[config.mk]
export PLATFORM = sky130hd
export DESIGN_NAME = uart_rx_frame_sequencer
export DESIGN_NICKNAME = d
export VERILOG_FILES = /design/src/rtl/uart_rx_frame_sequencer.sv
export SDC_FILE = /design/constraint.sdc
export NUM_CORES = 1
export LEC_CHECK = 0
export ABC_AREA = 1
export ABC_CLOCK_PERIOD_IN_PS = 3080
export CORE_UTILIZATION = 56
export CTS_BUF_LIST = sky130_fd_sc_hd__clkbuf_8
export DETAILED_ROUTE_END_ITERATION = 8
export PLACE_DENSITY = 0.88
export SLEW_MARGIN = 20
export SYNTH_ARGS = -nofsm -noshare
export SYNTH_HDL_FRONTEND = slang
export SYNTH_SLANG_ARGS = --single-unit
export TNS_END_PERCENT = 30
[constraint.sdc]
create_clock -name clk -period 3.08 [get_ports clk]
set_input_delay 0.77 -clock clk [delete_from_list [all_inputs] [get_ports clk]]
set_output_delay 0.77 -clock clk [all_outputs]
set_load 0.1 [all_outputs]
[src/rtl/uart_rx_frame_sequencer.sv]
// -----------------------------------------------------------------------------
// uart_rx_frame_sequencer
//
// Receive-side frame sequencer. Oversamples the synchronized serial line and
// walks each frame through start, data, parity and stop phases. The captured
// fields and a one-cycle recieved_flag go to the external error checker. The
// data byte and the checker's error flags are then latched into a one-entry
// valid/ready output buffer.
//
// Ports
//   clk, rst_n     single clock, asynchronous active-low reset
//   tick           oversample enable (one clk wide), OVERSAMPLE ticks per bit
//   rx             serial line, already synchronized, idles high
//   parity_type    01 odd, 10 even, 00/11 no parity bit in the frame
//   start_bit      mid-bit sample of the start bit          (to checker)
//   raw_data       data byte, LSB first on the line         (to checker)
//   parity_bit     sampled parity bit, 0 when no parity     (to checker)
//   stop_bit       sampled stop bit                         (to checker)
//   recieved_flag  one-cycle pulse, fields complete and stable
//   error_flag     {stop_err, start_err, parity_err} from checker (comb.)
//   rx_data        buffered byte
//   rx_error       buffered error flags for that byte
//   rx_valid       buffer holds a frame
//   rx_ready       consumer accepts the buffered frame
//   overrun        one-cycle pulse, a completed frame was dropped
//   busy           FSM is not idle
//   dbg_state      current FSM state encoding, for observation only
//
// Output handshake: a frame moves to the consumer on every rising clk edge
// where rx_valid and rx_ready are both high. rx_valid stays high, with
// rx_data/rx_error stable, until that edge. rx_ready may toggle freely and
// has no effect while rx_valid is low.
// -----------------------------------------------------------------------------
module uart_rx_frame_sequencer #(
    parameter int OVERSAMPLE = 16
) (
    input  logic       clk,
    input  logic       rst_n,
    input  logic       tick,
    input  logic       rx,
    input  logic [1:0] parity_type,
    output logic       start_bit,
    output logic [7:0] raw_data,
    output logic       parity_bit,
    output logic       stop_bit,
    output logic       recieved_flag,
    input  logic [2:0] error_flag,
    output logic [7:0] rx_data,
    output logic [2:0] rx_error,
    output logic       rx_valid,
    input  logic       rx_ready,
    output logic       overrun,
    output logic       busy,
    output logic [2:0] dbg_state
);

    localparam int CW = $clog2(OVERSAMPLE);
    // Counter values on which a sample is taken: half a bit after the
    // detection tick for the start bit, then once per full bit period.
    localparam logic [CW-1:0] HALF_LAST = CW'(OVERSAMPLE / 2 - 1);
    localparam logic [CW-1:0] BIT_LAST  = CW'(OVERSAMPLE - 1);

    typedef enum logic [2:0] {
        S_IDLE   = 3'd0,
        S_START  = 3'd1,
        S_DATA   = 3'd2,
        S_PARITY = 3'd3,
        S_STOP   = 3'd4,
        S_DONE   = 3'd5
    } state_t;

    state_t          state;
    state_t          next_state;
    logic            armed;
    logic [CW-1:0]   cnt;
    logic [2:0]      idx;
    logic            par_en;

    logic            start_det;
    logic            half_hit;
    logic            bit_hit;
    logic            accept;
    logic            load_buf;

    assign dbg_state = state;

    // -------------------------------------------------------------------------
    // State register
    // -------------------------------------------------------------------------
    always_ff @(posedge clk or negedge rst_n) begin
        if (!rst_n) begin
            state <= S_IDLE;
        end else begin
            state <= next_state;
        end
    end

    // -------------------------------------------------------------------------
    // Next-state and combinational outputs
    // -------------------------------------------------------------------------
    always_comb begin
        next_state    = state;
        start_det     = 1'b0;
        recieved_flag = 1'b0;
        load_buf      = 1'b0;
        overrun       = 1'b0;
        busy          = (state != S_IDLE);
        accept        = rx_valid && rx_ready;
        half_hit      = tick && (cnt == HALF_LAST);
        bit_hit       = tick && (cnt == BIT_LAST);

        case (state)
            S_IDLE: begin
                // A falling edge only counts once the line has been seen high
                // on a tick since the last frame; a held-low line stays quiet.
                if (tick && armed && !rx) begin
                    start_det  = 1'b1;
                    next_state = S_START;
                end
            end
            S_START: begin
                if (half_hit) begin
                    next_state = S_DATA;
                end
            end
            S_DATA: begin
                if (bit_hit && (idx == 3'd7)) begin
                    next_state = par_en ? S_PARITY : S_STOP;
                end
            end
            S_PARITY: begin
                if (bit_hit) begin
                    next_state = S_STOP;
                end
            end
            S_STOP: begin
                if (bit_hit) begin
                    next_state = S_DONE;
                end
            end
            S_DONE: begin
                // Single cycle regardless of tick; the checker's answer is
                // taken in this cycle. A consumer handshake in this same cycle
                // frees the buffer for the new frame.
                recieved_flag = 1'b1;
                next_state    = S_IDLE;
                load_buf      = !rx_valid || accept;
                overrun       = rx_valid && !rx_ready;
            end
            default: begin
                next_state = S_IDLE;
            end
        endcase
    end

    // -------------------------------------------------------------------------
    // Arming, oversample counter, bit index and frame parity mode
    // -------------------------------------------------------------------------
    always_ff @(posedge clk or negedge rst_n) begin
        if (!rst_n) begin
            armed  <= 1'b0;
            cnt    <= '0;
            idx    <= 3'd0;
            par_en <= 1'b0;
        end else begin
            if (state != S_IDLE || start_det) begin
                armed <= 1'b0;
            end else if (tick && rx) begin
                armed <= 1'b1;
            end

            // parity_type is only looked at when a frame starts, so a change
            // mid-frame cannot alter the frame length.
            if (start_det) begin
                par_en <= (parity_type == 2'b01) || (parity_type == 2'b10);
            end

            case (state)
                S_START: begin
                    if (tick) begin
                        cnt <= half_hit ? '0 : cnt + CW'(1);
                    end
                    if (half_hit) begin
                        idx <= 3'd0;
                    end
                end
                S_DATA: begin
                    if (tick) begin
                        cnt <= bit_hit ? '0 : cnt + CW'(1);
                    end
                    if (bit_hit) begin
                        idx <= idx + 3'd1;
                    end
                end
                S_PARITY, S_STOP: begin
                    if (tick) begin
                        cnt <= bit_hit ? '0 : cnt + CW'(1);
                    end
                end
                default: begin
                    cnt <= '0;
                end
            endcase
        end
    end

    // -------------------------------------------------------------------------
    // Captured frame fields; each holds until the next frame overwrites it
    // -------------------------------------------------------------------------
    always_ff @(posedge clk or negedge rst_n) begin
        if (!rst_n) begin
            start_bit  <= 1'b0;
            raw_data   <= 8'h00;
            parity_bit <= 1'b0;
            stop_bit   <= 1'b0;
        end else begin
            case (state)
                S_START: begin
                    if (half_hit) begin
                        start_bit <= rx;
                    end
                end
                S_DATA: begin
                    if (bit_hit) begin
                        raw_data[idx] <= rx;
                        // Moving straight to STOP: a frame without parity
                        // must not show the previous frame's parity bit.
                        if ((idx == 3'd7) && !par_en) begin
                            parity_bit <= 1'b0;
                        end
                    end
                end
                S_PARITY: begin
                    if (bit_hit) begin
                        parity_bit <= rx;
                    end
                end
                S_STOP: begin
                    if (bit_hit) begin
                        stop_bit <= rx;
                    end
                end
                default: begin
                end
            endcase
        end
    end

    // -------------------------------------------------------------------------
    // One-entry output buffer
    // -------------------------------------------------------------------------
    always_ff @(posedge clk or negedge rst_n) begin
        if (!rst_n) begin
            rx_data  <= 8'h00;
            rx_error <= 3'b000;
            rx_valid <= 1'b0;
        end else begin
            if (load_buf) begin
                rx_data  <= raw_data;
                rx_error <= error_flag;
                rx_valid <= 1'b1;
            end else if (accept) begin
                rx_valid <= 1'b0;
            end
        end
    end

endmodule

==> metrics.txt <==
Die H=57.4 um; Least-Margin Pin Slew=~0.44 ns; period utilisation layout=85.2%; count of input and output buffers=38; worst hold path class=reg -> reg; setup bufs post-CTS=0; ANT cells=0; grt ovf=0; average size of a mapped cell=between 8 and 9 sq um; maximum buffer depth of the clock tree=2; synthesized area=between 1500 and 2000 sq um; die area=3300 sq um; total track usage=approximately a quarter; CTS Sinks=35; RSZ-0062 raised after global routing=false; max incr delay on CP=approximately 0.4 ns; syn_nets=227; Clock transition at path regs=0.07 ns; hold_buf cts=0; DR vias=~1500; layout cells sized above 1=about a fifth; Routability Congestion=0.879; metal3 WL=around 220 um; final design utilization=around four fifths; outcome=finished, violations left; failing checks=design-rule violations; Worst Clk Skew=0.00472 ns; worst endpoint data arrival time=approximately 1.9 ns; hpwl dp=~2.5 mm; met1 WL=~1.6 mm; Vias/cell=5.30; H-Tree Level Count=2; Pwr Total=approximately 1900 uW; PwrDens=839 nW/um^2; critical path's slowest cell=clkdlybuf4s50_1; Post-Route WL=between 3 and 4 mm; clk root buf=clkbuf_8; DR pass1 iterations=6; Seq/Total Area, Yosys=between 50 and 60%; io pins=39; synthesis-to-layout area growth=28.5%; initial antenna violation count=0; TritonCTS Buffers=5; Worst VDD drop=0.529 mV; yosys warns=0; Worst EP required=2.31 ns; CP Buf/Inv Count=3; post_cts resized=0; kind of critical path=in -> out; largest net degree at the start of global routing=36; nets=between 200 and 300; first-pass GRT wire length=between 6 and 7 mm; Synth Register Bits=35; Rows=19; CP endpoint kind=output port; CP Max Fanout=2; overall die width=around 57 um; Startpoint Class=input pin; core area=2830 sq um; fin crit period=2.62 ns; Max-cap violations=0; Leak=between 0.001 and 0.0015 uW; Top Metal Used=met4; Rel. slew slack=between 70% and 80%; WL/cell=12.5 um; final hold vios=0; Initial Util=60.9%; Final Max Slew Viols=0; Worst path top cell family by delay=buffers and inverters; critical-path cell list=clkdlybuf4s50_1 > inv_1 > nand2_1 > nor4_4 > buf_12; final count of negative-setup-slack endpoints=0; Routed Antenna Nets=0; routed wl met2=1.69 mm; TritonCTS clock tree=yes; initial DRC count=77; DRC viols=5; Syn Inst Count=about 210; worst skew pair latency=0.29 ns; Final TNS setup=0 ns; Synth cell types=23; vias in the first global route=~1500; Fmax=381 MHz
kinds of logic after synthesis:
| family | after synthesis | share of synthesized area [%] |
|---|---|---|
| xor gates and xnor gates | 2 | 1.02 |
| buffers and inverters | 27 | 7.05 |
| adders and majority gates | 3 | 2.18 |
| AOI/OAI and AO/OA | 21 | 6.47 |
| DFF | 35 | 50.9 |
| and+or+nand+nor | 126 | 32.4 |
cells in the final DEF, fill, tap and decap left out:
cell type,count
a211oi_1,1
a21oi_1,1
a31oi_1,1
buf_12,1
buf_4,31
bufinv_16,2
clkbuf_8,5
clkdlybuf4s50_1,9
clkinv_2,1
dfrtp_1,33
dfrtp_2,2
ha_1,3
inv_1,19
inv_2,2
nand2_1,71
nand2_2,4
nand3_1,28
nand4_1,4
nor2_1,13
nor2_2,3
nor2_4,1
nor3_4,1
nor4_4,1
o21ai_0,17
o31ai_1,1
xnor2_1,2
cell type report:
type	count	area, sq um
tap	31	38.8
fill	212	617
clock inverter	3	63.8
multi-input combinational	152	739
timing repair buffer	41	343
inverter	21	80.1
sequential	35	878
clock buffer	5	68.8
final timing paths:
path                              start      endpoint  slack, ns  cells past startpoint
hold / removal              rx_error[2]   rx_error[2]       0.47                      2
max in group asynchronous         rst_n  dbg_state[0]       1.86                      2
hold reg to reg             rx_error[2]   rx_error[2]       0.47                      2
setup reg to reg           dbg_state[1]   raw_data[0]       1.55                      7
setup / recovery               rx_ready       overrun       0.46                      5
min in group asynchronous         rst_n     start_bit       0.88                      2
worst register-to-register path, cell delays in order, from the launching register on:
cell and delay (ns):
dfrtp_1 0.61, nand2_2 0.15, nor2_2 0.19, nand2_2 0.09, clkinv_2 0.11, nand3_1 0.10
nand2_1 0.07, o21ai_0 0.08
cell usage after synthesis (all sizes together):
master | n | area [sq um]
buf | 4 | 33.8
a31oi | 1 | 6.26
inv | 20 | 75.1
clkinv | 1 | 5.00
nor4 | 1 | 6.26
nor2 | 17 | 78.8
nand2 | 75 | 292
dfrtp | 35 | 876
a21oi | 1 | 5.00
o31ai | 1 | 7.51
nor3 | 1 | 16.3
clkbuf | 2 | 7.51
a211oi | 1 | 7.51
xnor2 | 2 | 17.5
ha | 3 | 37.5
o21ai | 17 | 85.1
nand4 | 4 | 25.0
nand3 | 28 | 140
sequential cells by signal, indices dropped and copies added, names as in the netlist:
register	count
par_en	1
raw_data	8
armed	1
start_bit	1
idx	3
rx_data	8
parity_bit	1
stop_bit	1
rx_error	3
dbg_state	3
cnt	4
rx_valid	1
layer usage:
layer / vias up / track usage, %
met5: - / 0
met4: 0 / 11.8
met3: 8 / 6.12
met2: 48 / 41.9
met1: 696 / 32.7
li1: 773 / -
power by group:
part           internal, uW  switching (uW)
sequential              522            70.8
combinational           175             606
clock                   320             163
total                  1020             840
metrics by stage:
stage / std cells / worst slack [ns] / instance area [sq um] / hold WS (ns)
floorplan: 214 / 0.0285 / 1740 / 0.469
global placement: 280 / 0.466 / 2080 / 0.455
detailed placement: 280 / 0.461 / 2080 / 0.460
CTS: 288 / 0.449 / 2210 / 0.476
global route: 288 / 0.387 / 2210 / 0.499
finish: 288 / 0.457 / 2210 / 0.474
Power figures use the tool's default switching activity.
